$ cat src/rtl/bp_be_pkg.sv
// Shared types and constants for the backend performance-stat transmitter.
// Macro BP_BE_PERF_STALL_CNT_EN adds the stall counter word and the e_stall state.
package bp_be_pkg;

  localparam logic [7:0] bp_be_perf_magic_gp = 8'hA5;

`ifdef BP_BE_PERF_STALL_CNT_EN
  localparam logic [7:0] bp_be_perf_word_cnt_gp = 8'd3;
`else
  localparam logic [7:0] bp_be_perf_word_cnt_gp = 8'd2;
`endif

  typedef enum logic [2:0] {
    e_idle  = 3'd0,
    e_hdr   = 3'd1,
    e_clk   = 3'd2,
    e_instr = 3'd3,
`ifdef BP_BE_PERF_STALL_CNT_EN
    e_stall = 3'd4,
`endif
    e_done  = 3'd5
  } bp_be_perf_tx_state_e;

  typedef struct packed {
    logic [7:0]  magic;
    logic [7:0]  word_cnt;
    logic [47:0] hart_id;
  } bp_be_perf_hdr_s;

endpackage

$ cat src/rtl/bp_be_perf_counter.sv
// 64-bit event counter: synchronous clear has priority, otherwise adds inc_i.
// Wraps modulo 2^64.
module bp_be_perf_counter (
  input  logic        clk_i,
  input  logic        reset_n_i,
  input  logic        clear_i,
  input  logic        inc_i,
  output logic [63:0] cnt_o
);

  always_ff @(posedge clk_i or negedge reset_n_i) begin
    if (!reset_n_i) begin
      cnt_o <= '0;
    end else if (clear_i) begin
      cnt_o <= '0;
    end else begin
      cnt_o <= cnt_o + 64'(inc_i);
    end
  end

endmodule

$ cat src/rtl/bp_be_perf_stat_tx.sv
// Counts cycles/retired instructions and, on finish, streams a header plus counter
// snapshots over valid/ready. Macro BP_BE_PERF_STALL_CNT_EN adds a stall-count word.
module bp_be_perf_stat_tx
  import bp_be_pkg::*;
#(
  parameter  int num_core_p = 1,
  localparam int hart_w     = (num_core_p > 1) ? $clog2(num_core_p) : 1
) (
  input  logic                 clk_i,
  input  logic                 reset_n_i,
  input  logic                 freeze_i,
  input  logic [hart_w-1:0]    mhartid_i,
  input  logic                 commit_v_i,
  input  logic                 finish_i,
  input  logic                 stall_i,
  output logic [63:0]          data_o,
  output logic                 v_o,
  input  logic                 ready_i,
  output logic                 busy_o,
  output bp_be_perf_tx_state_e debug_state_o
);

  // Handshake: a word moves on a rising edge where v_o && ready_i. v_o and data_o
  // are decoded from the state and snapshot registers only, so they never depend on
  // ready_i and stay stable until the word is taken.

  bp_be_perf_tx_state_e state_r, state_n;

  logic [63:0]       clk_cnt_r, instr_cnt_r;
  logic [63:0]       clk_snap_r, instr_snap_r;
  logic [hart_w-1:0] hart_snap_r;
  logic              snap_en;
  bp_be_perf_hdr_s   hdr;

  bp_be_perf_counter clk_cnt (
    .clk_i     (clk_i),
    .reset_n_i (reset_n_i),
    .clear_i   (freeze_i),
    .inc_i     (1'b1),
    .cnt_o     (clk_cnt_r)
  );

  bp_be_perf_counter instr_cnt (
    .clk_i     (clk_i),
    .reset_n_i (reset_n_i),
    .clear_i   (freeze_i),
    .inc_i     (commit_v_i),
    .cnt_o     (instr_cnt_r)
  );

  // Snapshots capture the pre-increment register values on the launching edge.
  assign snap_en = (state_r == e_idle) && finish_i && !freeze_i;

  always_ff @(posedge clk_i or negedge reset_n_i) begin
    if (!reset_n_i) begin
      clk_snap_r   <= '0;
      instr_snap_r <= '0;
      hart_snap_r  <= '0;
    end else if (snap_en) begin
      clk_snap_r   <= clk_cnt_r;
      instr_snap_r <= instr_cnt_r;
      hart_snap_r  <= mhartid_i;
    end
  end

`ifdef BP_BE_PERF_STALL_CNT_EN
  logic [63:0] stall_cnt_r, stall_snap_r;

  bp_be_perf_counter stall_cnt (
    .clk_i     (clk_i),
    .reset_n_i (reset_n_i),
    .clear_i   (freeze_i),
    .inc_i     (stall_i),
    .cnt_o     (stall_cnt_r)
  );

  always_ff @(posedge clk_i or negedge reset_n_i) begin
    if (!reset_n_i) begin
      stall_snap_r <= '0;
    end else if (snap_en) begin
      stall_snap_r <= stall_cnt_r;
    end
  end
`else
  logic unused_stall;
  assign unused_stall = stall_i;
`endif

  assign hdr.magic    = bp_be_perf_magic_gp;
  assign hdr.word_cnt = bp_be_perf_word_cnt_gp;
  assign hdr.hart_id  = 48'(hart_snap_r);

  always_ff @(posedge clk_i or negedge reset_n_i) begin
    if (!reset_n_i) begin
      state_r <= e_idle;
    end else begin
      state_r <= state_n;
    end
  end

  always_comb begin
    state_n = state_r;
    v_o     = 1'b0;
    data_o  = '0;
    case (state_r)
      e_idle: begin
        if (finish_i && !freeze_i) state_n = e_hdr;
      end
      e_hdr: begin
        v_o    = 1'b1;
        data_o = hdr;
        if (ready_i) state_n = e_clk;
      end
      e_clk: begin
        v_o    = 1'b1;
        data_o = clk_snap_r;
        if (ready_i) state_n = e_instr;
      end
      e_instr: begin
        v_o    = 1'b1;
        data_o = instr_snap_r;
`ifdef BP_BE_PERF_STALL_CNT_EN
        if (ready_i) state_n = e_stall;
`else
        if (ready_i) state_n = e_done;
`endif
      end
`ifdef BP_BE_PERF_STALL_CNT_EN
      e_stall: begin
        v_o    = 1'b1;
        data_o = stall_snap_r;
        if (ready_i) state_n = e_done;
      end
`endif
      // Hold here until finish drops so a held-high finish yields a single report.
      e_done: begin
        if (!finish_i) state_n = e_idle;
      end
      default: state_n = e_idle;
    endcase
  end

  assign busy_o        = (state_r != e_idle);
  assign debug_state_o = state_r;

endmodule

$ cat config.mk
export PLATFORM = sky130hd
export DESIGN_NAME = bp_be_perf_stat_tx
export DESIGN_NICKNAME = d
export VERILOG_FILES = /design/src/rtl/bp_be_pkg.sv /design/src/rtl/bp_be_perf_counter.sv /design/src/rtl/bp_be_perf_stat_tx.sv
export SDC_FILE = /design/constraint.sdc
export NUM_CORES = 1
export LEC_CHECK = 0
export CORE_MARGIN = 4
export CORE_UTILIZATION = 49
export CTS_CLUSTER_DIAMETER = 50
export CTS_CLUSTER_SIZE = 40
export DETAILED_ROUTE_END_ITERATION = 10
export GPL_ROUTABILITY_DRIVEN = 0
export GPL_TIMING_DRIVEN = 0
export HOLD_SLACK_MARGIN = 0.02
export PLACE_DENSITY_LB_ADDON = 0.3
export SLEW_MARGIN = 20
export SYNTH_ARGS = -nofsm -noshare
export SYNTH_HDL_FRONTEND = slang
export SYNTH_HIERARCHICAL = 1
export SYNTH_SLANG_ARGS = --single-unit
$ cat constraint.sdc
create_clock -name clk_i -period 2.4 [get_ports clk_i]
set_clock_uncertainty 0.1 [all_clocks]
set_input_delay 0.48 -clock clk_i [delete_from_list [all_inputs] [get_ports clk_i]]
set_output_delay 0.48 -clock clk_i [all_outputs]
set_load 0.005 [all_outputs]
[Word-level counts from Yosys, hierarchy flattened]
Index checks and enable logic that the tools add are counted.
Operators by class
  add/sub/neg operators: 2
  reductions and logical operators: 8
  equal/unequal tests: 9
  multiplexer cells: 10
Operator list (count)
  case mux 64 bit (3 select lines): 1
  two-way mux 64 bit: 2
  adder 64 x 1 -> 64 bit: 1
  adder 64 x 1 -> 64 bit, second input constant: 1
  two-way mux 3 bit: 5
  case mux 3 bit (5 select lines): 1
  inequality test 2 bit, second input constant: 4
  == test 3 x 2 -> 1 bit, second input constant: 2
  AND reduction 5 bit: 1
  == test 3 x 1 -> 1 bit, second input constant: 1
  == test 3 bit, second input constant: 1
  logical AND 1 bit: 3
  zero test 3 bit: 1
  nonzero test 3 bit: 1
  OR reduction 3 bit: 1
  inequality test 2 x 1 -> 1 bit, second input constant: 1
  zero test 1 bit: 1
  two-way mux 1 bit: 1
Storage, ports and cells
  flip-flop bits (word level): 260
  bits of input ports: 8
  output and inout port bits: 69
  logic and storage cells: 35

[Longest topological paths before layout]
Gate-level depths: netlist of the first run.
  word-level depth: 4
  mapped depth: 7
  gate-level depth less buffers: 6

[Cells and area by module]
The synthesis of the first run kept the hierarchy.
Modules (own cells, without submodules)
  bp_be_perf_counter: seq. area each 1601.5 sq um, area each 3478.3 sq um, cells each 368, times used 2
  bp_be_perf_stat_tx: seq. area each 3303.2 sq um, area each 6069.6 sq um, cells each 386, times used 1

[Least setup slack after synthesis of the first run]
No wires, ideal clock.
  kind: input to register
  start: input commit_v_i
  end: register instr_cnt.cnt_o[63]
  path slack: 0.171 ns
  arrival: 2.005 ns
  cell stages on the path: 6
  path buffers: 0
  setup time: 0.125 ns
  data required time: 2.175 ns
  cells stage by stage: ha_1 > nand4_4 > nor4_4 > and4_1 > nor4bb_1 > mux2_2
Between the ends
  cells in the longest elaborated chain, start to end: 2
RTL lines
  from (decl): line bp_be_perf_stat_tx.sv:13  | input logic commit_v_i,
  adder 64 x 1 -> 64 bit: line bp_be_perf_counter.sv:17  | cnt_o <= cnt_o + 64'(inc_i);
  two-way mux 64 bit: line bp_be_perf_counter.sv:14  | end else if (clear_i) begin
  to (signal assigned): line bp_be_perf_counter.sv:17
  to (decl): line bp_be_perf_counter.sv:8  | output logic [63:0] cnt_o
No other way between the ends.
A chain may end at the register's enable or synchronous reset.

[Worst setup path in the final report of the first run]
  start: register state_r[0] (netlist: debug_state_o[0])
  end: output data_o[16]
Between the ends
  cells in the longest elaborated chain, start to end: 2
  elaborated cells on any way between the ends: 4
  those cells by class: eq/ne (3); mux (1)
RTL lines
  from (decl): line bp_be_perf_stat_tx.sv:27  | bp_be_perf_tx_state_e state_r, state_n;
  from (signal assigned): line bp_be_perf_stat_tx.sv:95  | state_r <= e_idle;
  from (signal assigned): line bp_be_perf_stat_tx.sv:97  | state_r <= state_n;
  == test 3 x 2 -> 1 bit or == test 3 x 1 -> 1 bit (tied branches): line bp_be_perf_stat_tx.sv:105  | case (state_r)
  case mux 64 bit (3 select lines) *: line bp_be_perf_stat_tx.sv:105
  to (decl): line bp_be_perf_stat_tx.sv:16  | output logic [63:0] data_o,
Mark *: on every way between the ends. The rest lies on a longest branch, timed or not.

==> results of run 1 <==
## cell usage in the layout (no fill, tap or decap), types with 8 or more instances in the layout
cell / synthesis / layout
nor4_1: 8 / 8
buf_6: 13 / 49
buf_4: 2 / 29
clkbuf_16: 0 / 35
a22o_4: 0 / 13
o21ai_0: 39 / 39
nor2_1: 100 / 95
nand2_1: 47 / 45
buf_8: 0 / 11
dfrtp_1: 260 / 254
or3_1: 43 / 42
or4_1: 20 / 20
clkbuf_2: 0 / 9
mux2_4: 100 / 100
nand4_4: 4 / 11
clkdlybuf4s50_1: 0 / 8
nand3_1: 52 / 47
nor2b_1: 9 / 9
a22o_1: 58 / 45
clkbuf_1: 24 / 13
nor3_1: 19 / 12
mux2_2: 31 / 31
nor4_4: 10 / 10
xor2_1: 45 / 45
xnor2_1: 20 / 20
o31ai_1: 18 / 18
buf_2: 7 / 47
inv_1: 18 / 18
nand4_1: 52 / 52
a21oi_1: 66 / 62
## cells by family after synthesis
logic type | Yosys count | share of synthesized area [%]
simple gates | 406 | 18.9
buf+inv | 68 | 2.83
flops | 260 | 49.9
mux | 132 | 14.3
compound gates | 186 | 9.29
xor+xnor | 65 | 4.37
fa+ha+maj | 4 | 0.384
other cells | 1 | 0.0288
## worst max path at each step
stage	start	to	slack, ps	cells after the start
global route	debug_state_o[0]$_DFFE_PN0P_	data_o[16]	-260	7
detailed placement	commit_v_i	instr_cnt/cnt_o[48]$_DFF_PN0_	-690	7
finish	debug_state_o[0]$_DFFE_PN0P_	data_o[16]	-200	7
floorplan	commit_v_i	instr_cnt/cnt_o[63]$_DFF_PN0_	170	6
global placement	reset_n_i	clk_cnt/cnt_o[56]$_DFF_PN0_	-10200	1
CTS	debug_state_o[1]$_DFFE_PN0P_	data_o[32]	-190	7
## registers in the layout, summed over array words and instances, names as in the netlist
register,flops
clk_cnt/cnt_o,64
clk_snap_r,64
debug_state_o,3
hart_snap_r,1
instr_cnt/cnt_o,64
instr_snap_r,64
## where the power goes
part | total, mW | switching [mW] | internal [mW]
Combinational | 2.80 | 1.29 | 1.51
Clock | 4.34 | 1.94 | 2.39
Sequential | 4.53 | 0.0734 | 4.46
## layout make-up
| class | instances | area (um2) |
|---|---|---|
| clock buffers | 28 | 679 |
| well taps | 335 | 419 |
| clock inverters | 20 | 250 |
| repair buffers | 136 | 1200 |
| flip-flops and latches | 260 | 6510 |
| inverters | 18 | 67.6 |
| multi-input cells | 795 | 6540 |
| fillers | 1997 | 9980 |
| plain buffers | 47 | 489 |
## stage by stage
stage / setup TNS [ps] / cells / hold WS [ps]
after floorplan: 0 / 1123 / 84.4
after global placement: -2704080 / 1533 / 389
after detailed placement: -61420 / 1535 / 391
after CTS: -6330 / 1620 / 416
after global routing: -10440 / 1639 / 430
final: -6940 / 1639 / 416
## repair_timing
action | 4_1_cts | 5_1_grt
setup buffers | 35 | 16
endpoints found under the setup margin | 123 | 109
pin swaps | 51 | 29
hold endpoints to repair | 83 | 0
cloned | 3 | 4
hold buffers | 1 | 0
gates resized for setup | 338 | 85
## metal layers
metal | track usage, % | routed length (um)
met1 | 32.8 | 15600
met2 | 38.0 | 16900
met3 | 2.26 | 1310
met4 | 8.89 | 1420
met5 | 0 | 0
==> metrics.md, run 1 <==
| Metric | Value |
|---|---|
| Status | `complete, but fails checks` |
| Violated checks | `setup timing` |
| Synth cell count leaders | `260 x dfrtp_1, 100 x mux2_4, 100 x nor2_1, 66 x a21oi_1, 58 x a22o_1` |
| Initial antenna violation count | `0` |
| Detail Placement HPWL | `23.6 mm` |
| Worst Hold Depth | `1` |
| I/O pin count | `77` |
| Post-route cell area | `16,200 um2` |
| CTS max path bufs | `3` |
| Util after Layout | `61.8%` |
| Diode count | `0` |
| Clock buffer count from CTS | `27` |
| Clk sinks | `260` |
| Number of buffers and inverters on the critical path | `5` |
| # rows | `59` |
| Final Setup Violations | `57` |
| Core area | `26,100 um2` |
| Max Clk Rate | `0.385 GHz` |
| Setup WS pre-CTS | `-690 ps` |
| Post-Route WL | `35.2 mm` |
| Reg-to-reg endpoint | `clk_cnt/cnt_o[63]$_DFF_PN0_` |
| Slew at the pin with the worst max-slew slack | `645 ps` |
| CTS tree | `built` |
| R2R depth | `7` |
| Min-delay worst type | `flop to flop` |
| Setup ws final | `-198 ps` |
| Clock Latency Late Sink | `540 ps` |
| Crit Path Max Fanout | `5` |
| Flip-flop and latch count after synthesis | `260` |
| Die X | `171 um` |
| Unrepaired setup endpoints after global routing | `yes` |
| CP arrival | `2020 ps` |
| H-tree levels | `1` |
| Required time of the critical path | `1820 ps` |
| Die extent in y | `171 um` |
| Worst hold endpoint | `clk_snap_r[33]$_DFFE_PN0P_` |
| DRC | `0` |
| DR WL/cell | `21.5 um` |
| Relative slew slack | `57.0%` |
| Syn Std Cell Area | `13,000 um2` |
| Area Overhead vs Synth | `24.0%` |
| Most common cell in the netlist | `dfrtp_1` |
| Post-Syn Area per Cell | `11.6 um2` |
| Port bufs | `75` |
| Distinct cells, synth | `46` |
| Warnings, synthesis | `6` |
| R2R Path Start | `clk_cnt/cnt_o[0]$_DFF_PN0_` |
| Yosys top cell area share | `49.9%` |
| Routed Antenna Nets | `0` |
| Vias in the first global route | `9,496` |
| Gr usage total | `23.4%` |
| Pins Over Slew Limit | `0` |
| Synth Instances | `1,122` |
| Die Area | `29,300 um2` |
| DR vias/cell | `5.95` |
| Max-Cap Viols | `0` |
| Largest stage delay, worst path | `440 ps` |
| PwrDens | `722 nW/um2` |
| Post-Place Cell Area | `14,300 um2` |
| Worst path slowest cell | `dfrtp_2` |
| Reg clk slew, reported paths | `70 ps` |
| Sequential area share after synthesis | `49.9%` |
| Kind of critical path | `flop to output port` |
| Cell family with most CP delay | `buffers and inverters` |
| Design Power | `11.7 mW` |
| Fin crit share | `108%` |
| Root Buffer | `clkbuf_16` |
| FFs w/ async S/R, synth | `100%` |
| Min cycle time layout | `2600 ps` |
| Share of layout cells above drive strength 1 | `32.2%` |
| First-pass GRT wire length | `54.3 mm` |
| Startpoint of the worst hold path | `clk_snap_r[33]$_DFFE_PN0P_` |
| Post-synth top flop | `dfrtp_1` |
| FF-to-FF setup slack | `80 ps` |
| Crit path cell chain | `nor3b_4, buf_6, buf_8, clkbuf_16, buf_6, a22o_1, buf_2` |
| Startpoint Class | `flop` |
| CP endpoint kind | `output port` |
| Hold Violations, Final | `0` |
| Largest net degree at the start of global routing | `99` |
| Post-synth EDFFs | `0` |
| Peak supply drop | `443 uV` |
| CP most frequent cell | `buf_6` |
| Largest cells by area after synthesis | `dfrtp_1 50%, mux2_4 12%, a22o_1 3.9%, xor2_1 3.0%, nor2_1 2.9%` |
| Final #Nets | `1,297` |
| Gr ovfl total | `0` |
| Pre-antenna DRT Iters | `6` |
| Lkg Pwr | `7.61 nW` |
| Iter 0 DRT Violations | `665` |
| Vias | `9,749` |
| Area leader, netlist | `dfrtp_1` |
| Initial Utilization | `49.8%` |
(Power assumes the default switching activity.)
==> run 2: changes to the inputs <==
- CORE_MARGIN: 4 -> 10
- CTS_CLUSTER_DIAMETER: 50 -> default
==> run 2 against run 1 <==
The run still ends with setup timing left. Die area rose by 15%. Utilization down 0.40 points. Worst setup slack lost 13 ps. Clock-buffer cell count increased by 8. Non-clock buffer count is 6 lower. Design area down 0.65%. Sequential power barely moved. Global-route usage down 2.5 points.
==> metrics.md, run 2 (synthesis results as in run 1) <==
| Metric | Value |
|---|---|
| Status | `complete, but fails checks` |
| Violated checks | `setup timing` |
| Number of buffers and inverters on the critical path | `5` |
| Gr ovfl total | `0` |
| DRC | `0` |
| Clock buffer count from CTS | `28` |
| Setup ws final | `-211 ps` |
| CP endpoint kind | `output port` |
| Post-Layout Cell Count | `1,635` |
| Final #Nets | `1,292` |
| I/O pin count | `77` |
| Required time of the critical path | `1820 ps` |
| DR WL/cell | `21.7 um` |
| Diode count | `0` |
| Switching part of the total power | `25.7%` |
| Peak supply drop | `524 uV` |
| Reg clk slew, reported paths | `60 ps` |
| NetSw | `3.05 mW` |
| Clock power frac | `40.5%` |
| DR vias/cell | `5.98` |
| Fin crit share | `109%` |
| Pins Over Slew Limit | `0` |
| Slew at the pin with the worst max-slew slack | `766 ps` |
| CP arrival | `2030 ps` |
| Unrepaired setup endpoints after global routing | `yes` |
| Kind of critical path | `flop to output port` |
| Hold Violations, Final | `0` |
| CTS max path bufs | `3` |
| Final Setup Violations | `58` |
| Root Buffer | `clkbuf_16` |
| Pre-antenna DRT Iters | `5` |
| Initial Utilization | `49.8%` |
| Vias | `9,770` |
| Commonest non-fill, non-tap cells in the layout | `255 x dfrtp_1, 100 x mux2_4, 94 x nor2_1, 66 x a21oi_1, 52 x nand4_1` |
| Placed insts | `1,535` |
| # rows | `59` |
| Port bufs | `75` |
| CP most frequent cell | `buf_6` |
| Largest stage delay, worst path | `430 ps` |
| Max Clk Rate | `0.383 GHz` |
| Die X | `183 um` |
| Lkg Pwr | `7.54 nW` |
| Setup WS pre-CTS | `-687 ps` |
| Routed Antenna Nets | `0` |
| Crit path cell chain | `and3b_2, buf_6, buf_8, buf_6, buf_6, a22o_1, buf_2` |
| Min-delay worst type | `primary input to async pin` |
| Clk sinks | `260` |
| Clock Latency Late Sink | `550 ps` |
| Die extent in y | `183 um` |
| Area Overhead vs Synth | `23.2%` |
| Post-Place Cell Area | `14,300 um2` |
| Startpoint Class | `flop` |
| Worst path slowest cell | `dfrtp_2` |
| H-tree levels | `1` |
| Initial antenna violation count | `0` |
| Max-Cap Viols | `0` |
| Internal Dissipation | `8.81 mW` |
| Iter 0 DRT Violations | `1,012` |
| Detail Placement HPWL | `24.4 mm` |
| Share of layout cells above drive strength 1 | `31.4%` |
| CTS tree | `built` |
| Post-route setup TNS | `-5780 ps` |
| Gr usage total | `20.9%` |
| Relative slew slack | `48.9%` |
| Cell family with most CP delay | `buffers and inverters` |
| Vias in the first global route | `9,680` |
| Post-route cell area | `16,100 um2` |
| PwrDens | `739 nW/um2` |
| First-pass GRT wire length | `55.8 mm` |
| Crit Path Max Fanout | `5` |
| Min cycle time layout | `2610 ps` |
| Commonest non-fill, non-tap cell in the layout | `dfrtp_1` |
| Largest net degree at the start of global routing | `96` |
| Register share of total power | `38.3%` |
| Combinational Power Share | `21.2%` |
| Post-Route WL | `35.5 mm` |
| Core area | `26,100 um2` |
| Die Area | `33,500 um2` |
-- run 2: routing by layer --
layer | GRT usage [%] | wire (um) | vias up
met2 | 34.3 | 17300 | 303
met5 | 0 | 0 | -
met3 | 2.13 | 1540 | 91
met4 | 9.44 | 1520 | 0
met1 | 27.4 | 15200 | 4907
li1 | - | - | 4469
-- run 2: final timing paths --
path                                                 to  depth (start not counted)                         start  slack (ps)
setup / recovery                             data_o[21]                          7  debug_state_o[0]$_DFFE_PN0P_        -210
hold / removal             instr_cnt/cnt_o[1]$_DFF_PN0_                          2                     reset_n_i         410
setup reg to reg            clk_cnt/cnt_o[59]$_DFF_PN0_                          5   clk_cnt/cnt_o[39]$_DFF_PN0_         100
hold reg to reg            instr_snap_r[15]$_DFFE_PN0P_                          1  instr_snap_r[15]$_DFFE_PN0P_         420
max in group asynchronous   clk_cnt/cnt_o[48]$_DFF_PN0_                          3                     reset_n_i         810
min in group clk_i         instr_snap_r[15]$_DFFE_PN0P_                          1  instr_snap_r[15]$_DFFE_PN0P_         420
-- run 2: cell type report --
class	instances	area [um2]
buffer	47	438
clock buffer	36	771
clock inverter	14	265
fill	2037	10100
inverter	18	67.6
multi-input combinational	795	6460
sequential	260	6510
tap	335	419
timing repair buffer	130	1120
-- run 2: worst register-to-register path: cells and delay by family (launching register included) --
family,cells,cell delay (ps)
simple gates,4,1480
flops,1,470
compound gates,1,170
-- run 2: what timing repair did --
item | in CTS | in global routing
gates cloned | 6 | 1
endpoints found under the setup margin | 127 | 113
buffers inserted | 39 | 8
hold buffers | 1 | 0
pin swaps | 52 | 26
hold endpoints to repair | 93 | 0
resized for setup | 356 | 50
-- run 2: metrics by stage --
step / util [%] / hold WS (ps) / power (mW)
after floorplan: - / 84.4 / 5.54
after global placement: 54.3 / 389 / 6.12
after detailed placement: 54.6 / 396 / 6.15
after CTS: 60.7 / 418 / 11.8
after global routing: 61.4 / 433 / 12.2
final: 61.4 / 406 / 11.9
-- run 2: power groups by stage --
stage	combinational, mW	clock, mW	sequential [mW]
after floorplan	0.944	0	4.59
after global placement	1.48	0	4.64
after detailed placement	1.52	0	4.63
after CTS	2.43	4.85	4.54
after global routing	2.64	5.06	4.54
final	2.52	4.80	4.54
==> run 3: changes to the inputs <==
- CELL_PAD_IN_SITES_DETAIL_PLACEMENT: default -> 1
- CELL_PAD_IN_SITES_GLOBAL_PLACEMENT: default -> 1
- SKIP_LAST_GASP: default -> 1
==> run 3 against run 2 <==
The flow still finishes with violations (setup timing). Critical path type unchanged. Utilization rose by 0.37 points. Clock power rose by 3%. Sequential power barely moved. Sequential cell count did not move. Largest power group unchanged. Global-route usage rose by 6.5 points. First-iteration DRC count rose by 0.49%. Cell count rose by 0.31%. Worst hold slack got worse by 7.9 ps.
==> metrics.md, run 3 (synthesis results as in run 1) <==
| Metric | Value |
|---|---|
| Relative slew slack | `50.5%` |
| CTS max path bufs | `3` |
| CTS tree | `built` |
| Placed insts | `1,535` |
| DR vias/cell | `6.44` |
| Kind of critical path | `flop to output port` |
| Max-Cap Viols | `0` |
| Clock Latency Late Sink | `550 ps` |
| Final Setup Violations | `60` |
| First-pass GRT wire length | `71.3 mm` |
| Routed Antenna Nets | `0` |
| CP endpoint | `data_o[42]` |
| Violated checks | `setup timing` |
| PwrDens | `747 nW/um2` |
| DR WL/cell | `28.9 um` |
| Hold Violations, Final | `0` |
| Pins Over Slew Limit | `0` |
| H-tree levels | `1` |
| Initial Utilization | `49.8%` |
| R2R Path Start | `instr_cnt/cnt_o[13]$_DFF_PN0_` |
| Setup ws final | `-199 ps` |
| Required time of the critical path | `1820 ps` |
| CP endpoint kind | `output port` |
| Gr usage total | `27.4%` |
| Crit path launch | `debug_state_o[2]$_DFFE_PN0P_` |
| Area Overhead vs Synth | `24.0%` |
| Slew at the pin with the worst max-slew slack | `743 ps` |
| Startpoint Class | `flop` |
| Final #Nets | `1,295` |
| FF-to-FF setup slack | `0 ps` |
| Fill count | `2,673` |
| Commonest non-fill, non-tap cells in the layout | `250 x dfrtp_1, 101 x mux2_4, 93 x nor2_1, 64 x a21oi_1, 52 x nand4_1` |
| Min cycle time layout | `2600 ps` |
| Lkg Pwr | `7.59 nW` |
| Min-delay worst type | `primary input to async pin` |
| Peak supply drop | `510 uV` |
| Reg clk slew, reported paths | `60 ps` |
| Vias | `10,560` |
| Die X | `183 um` |
| Share of layout cells above drive strength 1 | `32.6%` |
| CP arrival | `2020 ps` |
| Util after Layout | `61.8%` |
| Post-route setup TNS | `-8150 ps` |
| Gr ovfl total | `0` |
| Die Area | `33,500 um2` |
| Reg-to-reg endpoint | `instr_cnt/cnt_o[45]$_DFF_PN0_` |
| Commonest non-fill, non-tap cell in the layout | `dfrtp_1` |
| Largest net degree at the start of global routing | `100` |
| Clock buffer count from CTS | `29` |
| Setup WS pre-CTS | `-763 ps` |
| Diode count | `0` |
| Die extent in y | `183 um` |
| Port bufs | `75` |
| R2R depth | `6` |
| Post-Route WL | `47.5 mm` |
| Root Buffer | `clkbuf_16` |
| I/O pin count | `77` |
| Detail Placement HPWL | `27.9 mm` |
| Fin crit share | `108%` |
| Unrepaired setup endpoints after global routing | `yes` |
| Core area | `26,100 um2` |
| DRC | `0` |
| Post-Layout Cell Count | `1,640` |
| Iter 0 DRT Violations | `1,017` |
| Crit Path Max Fanout | `7` |
| Initial antenna violation count | `1` |
| Clk sinks | `260` |
| Pre-antenna DRT Iters | `5` |
| Vias in the first global route | `11,118` |
| Max Clk Rate | `0.385 GHz` |
| Status | `complete, but fails checks` |
| # rows | `59` |
## run 3: worst min-delay path by stage
stage / start / to / slack (ps) / cells past startpoint
detailed placement: clk_snap_r[21]$_DFFE_PN0P_ / clk_snap_r[21]$_DFFE_PN0P_ / 400 / 1
floorplan: reset_n_i / clk_cnt/cnt_o[0]$_DFF_PN0_ / 80 / 0
CTS: clk_snap_r[21]$_DFFE_PN0P_ / clk_snap_r[21]$_DFFE_PN0P_ / 420 / 1
finish: reset_n_i / instr_cnt/cnt_o[11]$_DFF_PN0_ / 400 / 2
global route: commit_v_i / instr_cnt/cnt_o[0]$_DFF_PN0_ / 390 / 3
global placement: clk_snap_r[34]$_DFFE_PN0P_ / clk_snap_r[34]$_DFFE_PN0P_ / 390 / 1
## run 3: layout make-up
class	count	area (um2)	share of cell area, %
inverter	18	67.6	0.418
clock inverter	17	246	1.53
buffer	48	457	2.83
tap	335	419	2.60
clock buffer	36	802	4.97
sequential	260	6520	40.4
multi-input combinational	795	6540	40.5
timing repair buffer	131	1100	6.79
## run 3: worst max-delay path: stages (launching register included)
cell	delay, ps
dfrtp_2	450
and3b_2	290
buf_6	140
buf_6	110
buf_6	130
a22o_1	200
buf_2	140
## run 3: timing repair
item | CTS | global route
cloned | 3 | 0
resized for setup | 344 | 76
pin swaps | 27 | 28
setup endpoints to repair | 143 | 127
hold buffers | 1 | 0
endpoints found under the hold margin | 79 | 0
buffers inserted | 34 | 17
## run 3: metrics by stage
stage               total power, mW  area, um2  hold slack, ps
floorplan                      5.54      13000            84.4
global placement               6.14      14200             389
detailed placement             6.19      14300             402
CTS                            11.7      15800             418
global route                   12.4      16100             393
finish                         12.1      16100             398
## run 3: power breakdown
part           switching (mW)  internal [mW]  total, mW
clock                    1.94           3.01       4.95
sequential             0.0986           4.46       4.56
combinational            1.34           1.20       2.54
## run 3: layer usage
layer | GRT usage (%) | part of all wire [%]
met3 | 3.52 | 5.6
met4 | 11.1 | 5.6
met2 | 47.6 | 50
met5 | 0 | 0.027
met1 | 33.9 | 39
